===== src/rtl/ai_scan_if.sv =====
// Controller <-> ai_scan bundle: start/board request and the registered move result.
// The controller holds the master modport and the move selector holds the slave modport.
interface ai_scan_if #(
    parameter int N = 3
);
    localparam int RC_W = $clog2(N);

    logic                  start;
    logic [2*N*N-1:0]      board;
    logic                  busy;
    logic                  done;
    logic [RC_W-1:0]       row;
    logic [RC_W-1:0]       col;
    logic [2:0]            move_kind;
    logic                  no_move;

    modport master (
        output start, board,
        input  busy, done, row, col, move_kind, no_move
    );

    modport slave (
        input  start, board,
        output busy, done, row, col, move_kind, no_move
    );
endinterface


===== src/rtl/ai_scan.sv =====
// Sequential NxN tic-tac-toe move selector: snapshot, one line scan per clock, then priority pick.
// Optional AI_LFSR_EN: an 8-bit LFSR rotates the corner search start point per request.
module ai_scan #(
    parameter int         N       = 3,
    parameter logic [1:0] AI_CODE = 2'b10
) (
    input logic      clk,
    input logic      rst_n,
    ai_scan_if.slave bus
);
    localparam int         RC_W     = $clog2(N);
    localparam int         LINES    = 2*N + 2;
    localparam int         LW       = $clog2(LINES);
    localparam int         CW       = $clog2(N + 1);
    localparam logic [1:0] OPP_CODE = 2'b01;
    localparam logic [1:0] EMPTY    = 2'b00;

    generate
        if (N < 3 || N > 8) begin : g_bad_n
            $error("ai_scan: N must be in the range 3..8");
        end
    endgenerate

    typedef enum logic [1:0] {IDLE, SCAN, PICK, DONE} state_t;
    state_t state, state_nx;

    logic [2*N*N-1:0] snap;
    logic [LW-1:0]    line;
    logic             win_found, block_found;
    logic [RC_W-1:0]  win_row, win_col, block_row, block_col;
    logic [RC_W-1:0]  row_q, col_q;
    logic [2:0]       kind_q;
    logic             none_q;
    logic [1:0]       corner_start;
    logic             busy, done;

    // Lines 0..N-1 are rows, N..2N-1 columns, 2N the main diagonal, 2N+1 the anti diagonal.
    function automatic int line_row(input int l, input int k);
        if (l < N) return l;
        return k;
    endfunction

    function automatic int line_col(input int l, input int k);
        if (l < N)      return k;
        if (l < 2*N)    return l - N;
        if (l == 2*N)   return k;
        return N - 1 - k;
    endfunction

    function automatic logic [1:0] cell_of(input logic [2*N*N-1:0] b, input int r, input int c);
        logic [2*N*N-1:0] sh;
        sh = b >> (2*(N*r + c));
        return sh[1:0];
    endfunction

    function automatic int corner_r(input logic [1:0] idx);
        return idx[1] ? N - 1 : 0;
    endfunction

    function automatic int corner_c(input logic [1:0] idx);
        return idx[0] ? N - 1 : 0;
    endfunction

    logic [CW-1:0]   ai_cnt, opp_cnt, empty_cnt;
    logic [RC_W-1:0] empty_row, empty_col;
    logic [1:0]      scan_cell;
    logic            win_hit, block_hit;

    always_comb begin
        ai_cnt    = '0;
        opp_cnt   = '0;
        empty_cnt = '0;
        empty_row = '0;
        empty_col = '0;
        scan_cell = EMPTY;
        for (int k = 0; k < N; k++) begin
            scan_cell = cell_of(snap, line_row(int'(line), k), line_col(int'(line), k));
            if (scan_cell == EMPTY) begin
                empty_cnt = empty_cnt + CW'(1);
                empty_row = RC_W'(line_row(int'(line), k));
                empty_col = RC_W'(line_col(int'(line), k));
            end else if (scan_cell == AI_CODE) begin
                ai_cnt = ai_cnt + CW'(1);
            end else if (scan_cell == OPP_CODE) begin
                opp_cnt = opp_cnt + CW'(1);
            end
        end
        win_hit   = (ai_cnt  == CW'(N - 1)) && (empty_cnt == CW'(1));
        block_hit = (opp_cnt == CW'(N - 1)) && (empty_cnt == CW'(1));
    end

    logic [RC_W-1:0] pick_row, pick_col;
    logic [2:0]      pick_kind;
    logic            pick_none;
    logic [1:0]      corner_idx;

    // Lowest priority is applied first; each higher-priority candidate overrides it.
    always_comb begin
        pick_row   = '0;
        pick_col   = '0;
        pick_kind  = 3'd7;
        pick_none  = 1'b1;
        corner_idx = 2'd0;
        for (int i = N*N - 1; i >= 0; i--) begin
            if (cell_of(snap, i / N, i % N) == EMPTY) begin
                pick_row  = RC_W'(i / N);
                pick_col  = RC_W'(i % N);
                pick_kind = 3'd4;
                pick_none = 1'b0;
            end
        end
        for (int j = 3; j >= 0; j--) begin
            corner_idx = 2'(int'(corner_start) + j);
            if (cell_of(snap, corner_r(corner_idx), corner_c(corner_idx)) == EMPTY) begin
                pick_row  = RC_W'(corner_r(corner_idx));
                pick_col  = RC_W'(corner_c(corner_idx));
                pick_kind = 3'd3;
            end
        end
        if ((N % 2) == 1) begin
            if (cell_of(snap, N / 2, N / 2) == EMPTY) begin
                pick_row  = RC_W'(N / 2);
                pick_col  = RC_W'(N / 2);
                pick_kind = 3'd2;
            end
        end
        if (block_found) begin
            pick_row  = block_row;
            pick_col  = block_col;
            pick_kind = 3'd1;
        end
        if (win_found) begin
            pick_row  = win_row;
            pick_col  = win_col;
            pick_kind = 3'd0;
        end
    end

    always_ff @(posedge clk or negedge rst_n) begin
        if (!rst_n) state <= IDLE;
        else        state <= state_nx;
    end

    always_comb begin
        state_nx = state;
        busy     = 1'b0;
        done     = 1'b0;
        case (state)
            IDLE: if (bus.start) state_nx = SCAN;
            SCAN: begin
                busy = 1'b1;
                if (line == LW'(LINES - 1)) state_nx = PICK;
            end
            PICK: begin
                busy     = 1'b1;
                state_nx = DONE;
            end
            DONE: begin
                done     = 1'b1;
                state_nx = IDLE;
            end
            default: state_nx = IDLE;
        endcase
    end

    always_ff @(posedge clk or negedge rst_n) begin
        if (!rst_n) begin
            snap        <= '0;
            line        <= '0;
            win_found   <= 1'b0;
            block_found <= 1'b0;
            win_row     <= '0;
            win_col     <= '0;
            block_row   <= '0;
            block_col   <= '0;
            row_q       <= '0;
            col_q       <= '0;
            kind_q      <= 3'd0;
            none_q      <= 1'b0;
        end else begin
            case (state)
                IDLE: if (bus.start) begin
                    snap        <= bus.board;
                    line        <= '0;
                    win_found   <= 1'b0;
                    block_found <= 1'b0;
                end
                SCAN: begin
                    if (win_hit && !win_found) begin
                        win_found <= 1'b1;
                        win_row   <= empty_row;
                        win_col   <= empty_col;
                    end
                    if (block_hit && !block_found) begin
                        block_found <= 1'b1;
                        block_row   <= empty_row;
                        block_col   <= empty_col;
                    end
                    line <= line + LW'(1);
                end
                PICK: begin
                    row_q  <= pick_row;
                    col_q  <= pick_col;
                    kind_q <= pick_kind;
                    none_q <= pick_none;
                end
                default: ;
            endcase
        end
    end

`ifdef AI_LFSR_EN
    logic [7:0] lfsr;

    always_ff @(posedge clk or negedge rst_n) begin
        if (!rst_n) begin
            lfsr         <= 8'h01;
            corner_start <= 2'd0;
        end else begin
            lfsr <= {lfsr[6:0], lfsr[7] ^ lfsr[5] ^ lfsr[4] ^ lfsr[3]};
            if (state == IDLE && bus.start) corner_start <= lfsr[1:0];
        end
    end
`else
    assign corner_start = 2'd0;
`endif

    assign bus.busy      = busy;
    assign bus.done      = done;
    assign bus.row       = row_q;
    assign bus.col       = col_q;
    assign bus.move_kind = kind_q;
    assign bus.no_move   = none_q;
endmodule


===== src/flat_wrapper.sv =====
// flat-port wrapper written by rule: the top's interface ports become plain ports
module ai_scan_flat 
#(
    parameter int         N       = 3,
    parameter logic [1:0] AI_CODE = 2'b10
)
  (clk, rst_n, bus_start, bus_board, bus_busy, bus_done, bus_row, bus_col, bus_move_kind, bus_no_move);
  ai_scan_if #(.N(N)) bus_i ();
  input logic clk;
  input logic rst_n;
  input wire logic [$bits(bus_i.start)-1:0] bus_start;
  input wire logic [$bits(bus_i.board)-1:0] bus_board;
  output wire logic [$bits(bus_i.busy)-1:0] bus_busy;
  output wire logic [$bits(bus_i.done)-1:0] bus_done;
  output wire logic [$bits(bus_i.row)-1:0] bus_row;
  output wire logic [$bits(bus_i.col)-1:0] bus_col;
  output wire logic [$bits(bus_i.move_kind)-1:0] bus_move_kind;
  output wire logic [$bits(bus_i.no_move)-1:0] bus_no_move;
  assign bus_i.start = bus_start;
  assign bus_i.board = bus_board;
  assign bus_busy = bus_i.busy;
  assign bus_done = bus_i.done;
  assign bus_row = bus_i.row;
  assign bus_col = bus_i.col;
  assign bus_move_kind = bus_i.move_kind;
  assign bus_no_move = bus_i.no_move;
  ai_scan #(.N(N), .AI_CODE(AI_CODE)) u_core (.clk(clk), .rst_n(rst_n), .bus(bus_i));
endmodule

===== config.mk =====
export PLATFORM = sky130hd
export DESIGN_NAME = ai_scan_flat
export DESIGN_NICKNAME = d
export VERILOG_FILES = /design/src/rtl/ai_scan_if.sv /design/src/rtl/ai_scan.sv /design/src/flat_wrapper.sv
export SDC_FILE = /design/constraint.sdc
export NUM_CORES = 1
export LEC_CHECK = 0
export BUFFER_PORTS_ARGS = -buffer_cell sky130_fd_sc_hd__buf_2
export CAP_MARGIN = 10
export CORE_AREA = 2 2 136 138
export DETAILED_ROUTE_END_ITERATION = 12
export DIE_AREA = 0 0 138 140
export GPL_ROUTABILITY_DRIVEN = 0
export GPL_TIMING_DRIVEN = 1
export PLACE_DENSITY_LB_ADDON = 0.12
export REMOVE_ABC_BUFFERS = 1
export SETUP_SLACK_MARGIN = 0.05
export SLEW_MARGIN = 30
export SYNTH_ARGS = -nofsm -noshare
export SYNTH_HDL_FRONTEND = slang
export SYNTH_SLANG_ARGS = --single-unit
export TNS_END_PERCENT = 10

===== constraint.sdc =====
create_clock -name clk -period 10.3 [get_ports clk]
set_input_delay 1.545 -clock clk [delete_from_list [all_inputs] [get_ports clk]]
set_output_delay 1.545 -clock clk [all_outputs]
set_load 0.02 [all_outputs]

[Word-level counts from Yosys, hierarchy flattened]
Index checks and enable logic that the tools add are counted.
Widths: inputs -> output; s select.
Word-level totals
  register bits: 41
  input bits: 21
  output and inout bits: 10
  logic and storage cells: 213
Cells by class
  add/subtract/negate cells: 11
  $mul: 3
  magnitude comparators: 2
  eq/ne operators: 18
  shift-type cells: 3
  muxes and demuxes: 135
  reduce and logical (&&, ||, !) cells: 28
Operators with widths (count)
  $mux 31: 15
  $mux 2: 60
  $shr 18x32->2: 3
  $add 31x31->31: 3
  $mul 3x32->31 const A: 2
  $mux 1: 44
  $mux 3: 12
  $logic_not 2->1: 13
  $eq 2x2->1 const B: 7
  $eq 2x1->1 const B: 5
  $reduce_and 2->1: 5
  $add 2x1->2 const B: 4
  $pmux 2 s4: 1
  $ne 2x1->1 const B: 3
  $pmux 3 s2: 1
  $reduce_and 3->1: 2
  $mul 2x3->5 const A: 1
  $add 1x1->2 const B: 2
  $logic_and 1x1->1: 4
  $pmux 1 s2: 2
  $sub 3x2->4 const B: 1
  $add 3x1->3 const B: 1
  $eq 3x2->1 const B: 1
  $eq 3x3->1 const B: 1
  other kinds (6): 7

[Depth between registers and ports, before layout]
Gate-level depths: netlist (run 1).
  depth after elaboration: 27
  gate-level depth with buffers: 29
  depth with buffers taken out: 25

[Worst setup path before layout (run 1)]
No wires, ideal clock.
  path kind: register to register
  start point: register u_core.line[0]
  end point: register u_core.win_col[1]
  library setup time: 0.125 ns
  arrival: 6.670 ns
  data required time: 10.175 ns
  path slack: 3.505 ns
  stages on the path, launching flop included: 26
  buffers on the path: 4
  period minus slack after synthesis: 6.795 ns
  path through: dfrtp_1 > ha_1 > inv_1 > ha_1 > buf_2 > buf_2 > buf_2 > buf_2 > nand2_1 > ha_1 > inv_1 > fa_1 > inv_1 > fa_1 > nor2b_1 > o22ai_1 > ha_1 > or4b_1 > or4_1 > a21oi_1 > nor3b_1 > ha_1 > nand2b_1 > or4_1 > a311oi_2 > mux2_2
Between the ends
  cells in the longest elaborated chain, start to end: 22
  elaborated cells between the ends (all ways): 94
  those cells by class: add/sub: 8; mul: 3; order compare: 2; eq/ne: 6; shift: 3; mux: 66; reduce/logical: 6
RTL lines
  start: declaration: line ai_scan.sv:28  | logic [LW-1:0] line;
  start signal: assignment: line ai_scan.sv:199  | line <= line + LW'(1);
  branches (longest 22 deep; another with $mul 3x32->31)
  end signal: assignment: line ai_scan.sv:192  | win_col <= empty_col;
  end: declaration: line ai_scan.sv:30  | logic [RC_W-1:0] win_row, win_col, block_row, block_col;
Parallel ways; which one is timed is not known. The select of a mux whose other input is x is not followed.
A chain may end at the register's enable or synchronous reset.

[Worst setup path in the final report (run 1)]
  start point: register u_core.line[0]
  end point: register u_core.win_row[1]
Between the ends
  cells in the longest elaborated chain, start to end: 22
  elaborated cells between the ends (all ways): 73
  those cells by class: add/sub: 8; mul: 3; order compare: 2; eq/ne: 6; shift: 3; mux: 45; reduce/logical: 6
RTL lines
  branches (longest 22 deep; another with $mul 3x32->31)
  end signal: assignment: line ai_scan.sv:191  | win_row <= empty_row;
  end: declaration: line ai_scan.sv:30
Parallel ways; which one is timed is not known. The select of a mux whose other input is x is not followed.

==> results.tsv, run 1 <==
metric	value	unit
Hold Buf Count CTS	0	
deepest clock path buffer count	2	
largest net degree at the start of global routing	42	
gr ovfl total	0	
vias per std cell	5.23	
vias in the first global route	3938	
Area growth syn-to-layout	11.5	%
CP Class	reg2reg	
Initial Util	24.7	%
setup ws final	2.68	ns
hpwl dp	10600	µm
top post-synthesis cells by area	dfrtp_1, ha_1, mux2_2, inv_1, nor2_1	
final setup vio count	0	
Crit Path Max Fanout	32	
CP top delay family	simple AND/OR/NAND/NOR gates	
final cycle utilization of the critical path	74.0	%
Initial DRT Pass Iterations	4	
final std cells w/o fill	744	
final hold violation count	0	
via count	3891	
Max Cap Violations	0	
DRC viols	0	
cells after synthesis	491	
# nets final	584	
CTS H-tree depth	2	
Die Span Y	140	µm
Port-buffer cells	30	
area share of the leading cell type in the synthesized netlist	23.4	%
first-pass GRT wire length	21000	µm
most used cell, CP	ha_1	
Fmax	0.131	GHz
io pins	31	
cell with the largest stage delay on the worst path	a21oi_1	
ANT nets after route	0	
post-place setup slack	2.65	ns
initial antenna violation count	0	
critical path required time	10.47	ns
chip width	138	µm
register area share after synthesis	23.4	%
hold_ws	0.501	ns
synth unique cells	84	
CP bufs+invs	3	
FILL cells	1893	
area of the die	0.0193	mm²
core footprint	0.0178	mm²
Post-Syn Area	0.00439	mm²
CTS Root Cell	clkbuf_16	
WP data arrival	7.79	ns
Mean Syn Cell Area	8.95	µm²
worst-skew pair later-pin latency	0.28	ns
Clock Skews	0.00619	ns
Placement Rows	49	
RSZ-0062 raised after global routing	no	
worst-path cell chain	buf_4 -> ha_1 -> inv_1 -> ha_1 -> and2_1 -> ha_1 -> inv_1 -> fa_1 -> ha_1 -> and2_1 -> o2111ai_1 -> nand2_1 -> nand2_1 -> ha_1 -> or4b_1 -> or4_1 -> a21oi_1 -> nor3b_1 -> ha_1 -> nand2b_1 -> or4_1 -> a311oi_2 -> mux2_2	
Worst Tran Pin Value	0.885	ns
YS warnings	0	
Synth Flop Type	dfrtp_1	
worst hold-check path type	reg2reg	
Inserted Diodes	0	
total track usage	13.6	%
share of flip-flops with an asynchronous set or reset	100	%
TritonCTS clock tree	done	
Routed WL	13100	µm
outcome	completed	
post-CTS setup-driven buffer insertion count	0	
Worst-path clk slew	0.06	ns
total placed cells including tap cells	736	
routed len/inst	17.6	µm
EDFF count, synth	0	
post-cts sizing count	0	
slew margin rel.	40.9	%
post-synth top area cell	dfrtp_1	
Slew Limit Fails	0	
setup TNS	0	ns
Max stage delay on crit path	0.56	ns
total CTS buffers	5	
crit end category	flop	
Worst setup SP type	flop	
Initial DRC Count	193	
Clock Sink Count	41	
share of cells above drive strength 1	17.9	%
post-route minimum period	7.62	ns
Seq cells post-synth	41	
==> synthesized netlist by cell type (3+ instances only) <==
| cell type | number |
|---|---|
| a221oi_1 | 4 |
| a31oi_1 | 5 |
| o22ai_1 | 6 |
| buf_6 | 3 |
| buf_2 | 5 |
| o21ai_0 | 25 |
| a21boi_0 | 4 |
| nor4b_1 | 3 |
| and2_1 | 4 |
| a21o_1 | 7 |
| dfrtp_1 | 41 |
| a221o_1 | 8 |
| nor2b_1 | 7 |
| o2111ai_1 | 3 |
| a211o_1 | 4 |
| nand3_1 | 12 |
| mux2_2 | 31 |
| fa_1 | 5 |
| clkbuf_1 | 7 |
| a21oi_1 | 24 |
| nor2_1 | 36 |
| or4_1 | 6 |
| ha_1 | 44 |
| nor3_1 | 9 |
| mux2i_1 | 8 |
| nand2_1 | 34 |
| o211ai_1 | 8 |
| a2111oi_0 | 3 |
| nor3b_1 | 3 |
| nor4_1 | 3 |
| nand2b_1 | 7 |
| xnor2_1 | 4 |
| inv_1 | 41 |
| and3_1 | 9 |
| nand4_1 | 7 |
| mux2_4 | 3 |
==> routing by layer <==
layer,part of all wire [%],global-route usage (%)
met1,46,17.7
met2,47,23.1
met3,4.1,1.61
met4,2.8,4.99
met5,0,0
==> sequential cells by signal (all words and copies together), names as in the netlist <==
register / count
u_core.line: 3
u_core.bus.no_move: 1
u_core.block_found: 1
u_core.bus.row: 2
u_core.bus.move_kind: 3
u_core.block_row: 2
u_core.state: 2
u_core.win_col: 2
u_core.bus.col: 2
u_core.snap: 18
u_core.win_found: 1
u_core.block_col: 2
u_core.win_row: 2
==> kinds of logic after synthesis <==
logic type	Yosys count	synth area share, %
buffers and inverters	59	6.55
AOI/OAI and AO/OA	133	22.7
muxes	44	11.8
other	1	0.0854
and+or+nand+nor	157	19.1
adders and majority gates	49	14.8
xor gates and xnor gates	7	1.57
DFF	41	23.4
==> metrics by stage <==
step                util, %  instance area [µm²]
CTS                    27.5                 4900
floorplan                 -                 4270
finish                 27.6                 4900
global placement       26.6                 4720
global route           27.6                 4900
detailed placement     26.6                 4720
==> area by class of cell <==
| class | instances | area, µm² | share of cell area, % |
|---|---|---|---|
| clock inverters | 1 | 30.0 | 0.613 |
| inverters | 42 | 163 | 3.32 |
| clock buffers | 7 | 143 | 2.91 |
| flip-flops and latches | 41 | 1030 | 20.9 |
| multi-input cells | 392 | 3080 | 62.9 |
| repair buffers | 32 | 168 | 3.42 |
| well taps | 229 | 287 | 5.85 |
==> path summary, 6_finish.rpt <==
| check | startpoint | to | slack [ns] | cells after the start |
|---|---|---|---|---|
| worst max-delay path | u_core.line[0] | u_core.win_row[1] | 2.68 | 23 |
| worst min-delay path | u_core.bus.move_kind[0] | u_core.bus.move_kind[0] | 0.50 | 1 |
| worst max register to register | u_core.line[0] | u_core.win_row[1] | 2.68 | 23 |
| worst min register to register | u_core.bus.move_kind[0] | u_core.bus.move_kind[0] | 0.50 | 1 |
| max in group asynchronous | rst_n | u_core.bus.col[0] | 8.70 | 1 |
| min in group asynchronous | rst_n | u_core.snap[15] | 1.24 | 1 |
==> placed cells by master (no fill, tap or decap), types with 3 or more instances in the layout <==
cell type  instances
and3_1             9
mux2_2            31
a221o_1            8
a21o_1             7
nor3b_1            3
nor4_1             3
nand3_1           12
ha_1              44
mux2i_1            8
a21boi_0           4
nor2b_1            7
clkbuf_16          5
o211ai_1           8
nor2_1            36
mux2_4             3
buf_2             29
buf_4              3
nor3_1             9
a211o_1            4
a31oi_1            5
nand2_1           34
nor4b_1            3
nand2b_1           7
o22ai_1            6
o2111ai_1          3
a21oi_1           24
dfrtp_1           41
and2_1             4
fa_1               5
a221oi_1           4
or4_1              6
inv_1             41
nand4_1            7
xnor2_1            4
o21ai_0           25
a2111oi_0          3
Power of run 1 is left out: the tool's default activity adds up to more than one toggle a clock period on the data nets, which glitch-free logic cannot reach.
==> run 2, diff against run 1 <==
==> constraint.sdc (replaced) <==
create_clock -name clk -period 7 [get_ports clk]
set_input_delay 1.05 -clock clk [delete_from_list [all_inputs] [get_ports clk]]
set_output_delay 1.05 -clock clk [all_outputs]
set_load 0.02 [all_outputs]
==> run 2 against run 1 <==
Net effect:
- flip-flop and latch count stayed put
- die area stayed put
- final cell count is 0.94% higher
- clock skew is 0.0013 ns lower
- worst hold slack better by 0.0069 ns
- non-clock buffer count is 7 higher
- via count is 1.0% lower
- highest routed layer unchanged
- routed wire length is 0.68% lower
- clock-buffer cell count is 2 lower
- core utilization is 0.56 points higher
==> results.tsv, run 2 (same netlist as run 1, synthesis figures left out) <==
metric	value	unit
r2r endpoint	u_core.win_row[1]	
total track usage	13.4	%
M3 GR Usage	1.54	%
Placement Rows	49	
Port-buffer cells	30	
slew margin rel.	42.7	%
chip width	138	µm
commonest non-fill, non-tap cell in the layout	ha_1	
CP Class	reg2reg	
hpwl dp	10400	µm
Slew Limit Fails	0	
Worst-path clk slew	0.07	ns
core footprint	0.0178	mm²
R2R setup slack	0.57	ns
io pins	31	
worst-skew pair later-pin latency	0.29	ns
largest net degree at the start of global routing	42	
Routed WL	13000	µm
area of the die	0.0193	mm²
share of cells above drive strength 1	19.5	%
commonest non-fill, non-tap cells in the layout	ha_1, inv_1, dfrtp_1	
crit end category	flop	
# nets final	591	
vias in the first global route	3895	
Max Cap Violations	0	
worst hold endpoint	u_core.bus.move_kind[0]	
post-place setup slack	0.221	ns
Reg with most FFs	u_core.snap	
Clock Skews	0.00492	ns
setup ws final	0.569	ns
final hold violation count	0	
post-route cell area	0.00500	mm²
hold_ws	0.508	ns
RSZ-0062 raised after global routing	no	
final setup vio count	0	
worst r2r path cells	21	
vias per std cell	5.13	
TritonCTS clock tree	done	
worst hold-check path type	reg2reg	
WP data arrival	6.60	ns
post-CTS setup-driven buffer insertion count	0	
Fmax	0.156	GHz
Die Span Y	140	µm
Hold Buf Count CTS	0	
deepest clock path buffer count	2	
ANT nets after route	0	
Worst setup SP type	flop	
CTS Root Cell	clkbuf_16	
origin of the critical flop-to-flop path	u_core.line[0]	
final cycle utilization of the critical path	91.9	%
total CTS buffers	5	
outcome	completed	
via count	3851	
DRC viols	0	
post-route minimum period	6.43	ns
Clock Sink Count	41	
Initial Util	24.7	%
met2 GRT Util	23.6	%
routed len/inst	17.3	µm
Crit. Startpoint	u_core.line[0]	
Crit Path Max Fanout	7	
Worst Tran Pin Value	0.857	ns
hold depth	1	
first-pass GRT wire length	21100	µm
critical path required time	7.17	ns
Initial DRC Count	239	
hold_sp	u_core.bus.move_kind[0]	
most used routing layer	met2	
Global Route met1 Usage	17.6	%
Area growth syn-to-layout	13.8	%
gr ovfl total	0	
Largest register FFs	18	
Inserted Diodes	0	
post-cts sizing count	0	
dpl cell area	0.00478	mm²
initial antenna violation count	0	
CTS H-tree depth	2	
Initial DRT Pass Iterations	5	
## run 2: per-layer routing
metal,vias up,wire length (µm)
met5,-,0
met4,0,151
met3,8,433
met2,86,6300
met1,1857,6090
li1,1900,-
## run 2: layout make-up
type / instances / area (µm²)
fill: 1930 / 12800
multi-input combinational: 392 / 3110
sequential: 41 / 1030
tap: 229 / 287
timing repair buffer: 39 / 220
inverter: 42 / 163
clock buffer: 5 / 125
clock inverter: 3 / 68.8
## run 2: per-stage QoR
step | instances | setup TNS, ns | utilization [%]
2_1_floorplan | 475 | -0.403 | -
3_3_place_gp | 743 | 0 | 26.9
3_5_place_dp | 743 | 0 | 26.9
4_1_cts | 751 | 0 | 28.0
5_1_grt | 751 | 0 | 28.1
6_report | 751 | 0 | 28.1
## run 2: worst max path at each step
stage               slack [ns]  depth (start not counted)                end
detailed placement        0.22                         22  u_core.win_col[1]
finish                    0.57                         21  u_core.win_row[1]
global route              0.12                         22  u_core.win_col[1]
global placement          0.43                         22  u_core.win_row[1]
CTS                       0.20                         22  u_core.win_col[1]
floorplan                -0.20                         21  u_core.win_col[1]
## run 2: critical path: stages (launching register included)
cell and delay [ns]:
dfrtp_1 0.38, ha_1 0.21, inv_1 0.06, ha_1 0.30, nand2_1 0.11, ha_1 0.29, inv_1 0.07, fa_1 0.55
inv_1 0.07, fa_1 0.49, nor2b_1 0.24, o22ai_1 0.13, ha_1 0.19, or4b_1 0.50, or4_1 0.53, a21oi_1 0.28
nor3b_1 0.24, ha_1 0.27, nand2b_1 0.14, or4_1 0.54, a311oi_4 0.34, mux2_2 0.37
Power of run 2 is left out for the same reason.
==> run 3, diff against run 2 <==
--- a/config.mk
+++ b/config.mk
@@ -12,6 +12,7 @@
 export DIE_AREA = 0 0 138 140
 export GPL_ROUTABILITY_DRIVEN = 0
 export GPL_TIMING_DRIVEN = 1
+export MAX_ROUTING_LAYER = met4
 export PLACE_DENSITY_LB_ADDON = 0.12
 export REMOVE_ABC_BUFFERS = 1
 export SETUP_SLACK_MARGIN = 0.05
==> run 3 against run 2 <==
Net effect:
- routed wire length rose by 0.22%
- via count rose by 0.88%
- register-to-register slack barely moved
- critical path depth did not move
- critical path type unchanged
- clock-buffer cell count did not move
- global-route usage rose by 0.39 points
- non-clock buffer count did not move
- final cell count did not move
- core utilization did not move
- die area did not move
- worst hold slack barely moved
- first-iteration DRC count fell by 12%
==> results.tsv, run 3 (same netlist as run 1, synthesis figures left out) <==
metric	value	unit
commonest non-fill, non-tap cell in the layout	ha_1	
Initial Util	24.7	%
CP top delay family	adder cells	
TritonCTS clock tree	done	
r2r endpoint	u_core.win_row[1]	
origin of the critical flop-to-flop path	u_core.line[0]	
Clock Sink Count	41	
Crit. Startpoint	u_core.line[0]	
Clock Skews	0.00632	ns
Max stage delay on crit path	0.55	ns
initial antenna violation count	0	
final cycle utilization of the critical path	92.0	%
Placement Rows	49	
R2R setup slack	0.56	ns
worst-path cell chain	ha_1 -> inv_1 -> ha_1 -> nand2_1 -> ha_1 -> inv_1 -> fa_1 -> inv_1 -> fa_1 -> nor2b_1 -> o22ai_1 -> ha_1 -> or4b_1 -> or4_1 -> a21oi_1 -> nor3b_1 -> ha_1 -> nand2b_1 -> or4_1 -> a311oi_4 -> mux2_2	
Initial DRC Count	210	
final setup vio count	0	
fin util	28.1	%
Inserted Diodes	0	
worst r2r path cells	21	
Slew Limit Fails	0	
routed len/inst	17.3	µm
CP Class	reg2reg	
Max Cap Violations	0	
total placed cells including tap cells	743	
via count	3885	
Worst-path clk slew	0.07	ns
setup ws final	0.557	ns
core footprint	0.0178	mm²
worst hold-check path type	reg2reg	
chip width	138	µm
cell with the largest stage delay on the worst path	fa_1	
crit end category	flop	
Area growth syn-to-layout	13.8	%
Worst Tran Pin Value	0.851	ns
CP bufs+invs	3	
Reg with most FFs	u_core.snap	
gr ovfl total	0	
commonest non-fill, non-tap cells in the layout	ha_1, inv_1, dfrtp_1	
critical path required time	7.17	ns
Levels on crit path	21	
Hold Buf Count CTS	0	
worst-skew pair later-pin latency	0.29	ns
Initial DRT Pass Iterations	4	
Port-buffer cells	30	
hold_ws	0.508	ns
CP endpoint	u_core.win_row[1]	
# nets final	591	
most used cell, CP	ha_1	
largest net degree at the start of global routing	42	
total CTS buffers	5	
total track usage	13.8	%
RSZ-0062 raised after global routing	no	
Worst setup SP type	flop	
deepest clock path buffer count	2	
io pins	31	
post-place setup slack	0.221	ns
slew margin rel.	43.1	%
Crit Path Max Fanout	7	
first-pass GRT wire length	21100	µm
Die Span Y	140	µm
CTS Root Cell	clkbuf_16	
Fmax	0.155	GHz
post-route minimum period	6.44	ns
outcome	completed	
ANT nets after route	0	
hpwl dp	10400	µm
Largest register FFs	18	
vias in the first global route	3906	
Routed WL	13000	µm
vias per std cell	5.17	
share of cells above drive strength 1	19.5	%
WP data arrival	6.61	ns
final std cells w/o fill	751	
DRC viols	0	
final hold violation count	0	
CTS H-tree depth	2	
area of the die	0.0193	mm²
-- run 3: cell counts in the layout (fill, tap and decap cells not counted) --
No cell type changed its count.
-- run 3: what timing repair did --
item / CTS / global route
setup buffers: 0 / 0
resized for setup: 0 / 4
setup endpoints to repair: 0 / 4
-- run 3: per-stage QoR --
step,cell area [µm²],TNS [ns]
after floorplan,4270,-0.403
after global placement,4780,0
after detailed placement,4780,0
after CTS,4970,0
after global routing,5000,0
final,5000,0
-- run 3: worst min path at each step --
| stage | startpoint | end | slack (ns) | depth (start not counted) |
|---|---|---|---|---|
| after global routing | u_core.bus.move_kind[0] | u_core.bus.move_kind[0] | 0.54 | 1 |
| after floorplan | u_core.win_col[1] | u_core.win_col[1] | 0.48 | 1 |
| after global placement | u_core.bus.row[1] | u_core.bus.row[1] | 0.49 | 1 |
| final | u_core.bus.move_kind[0] | u_core.bus.move_kind[0] | 0.51 | 1 |
| after CTS | u_core.win_col[1] | u_core.win_col[1] | 0.52 | 1 |
| after detailed placement | u_core.win_col[1] | u_core.win_col[1] | 0.50 | 1 |
-- run 3: area by class of cell --
class	count	area (µm²)
fillers	1930	12800
multi-input cells	392	3110
flip-flops and latches	41	1030
well taps	229	287
repair buffers	39	220
inverters	42	163
clock buffers	5	125
clock inverters	3	68.8
-- run 3: metal layers --
metal  wire [µm]  track usage, %  vias up
li1            -               -     1897
met5           0               -        -
met3         452            1.54       13
met4         216            3.44        0
met2        6300            23.7       83
met1        6030            17.5     1892
Power of run 3 is left out for the same reason.
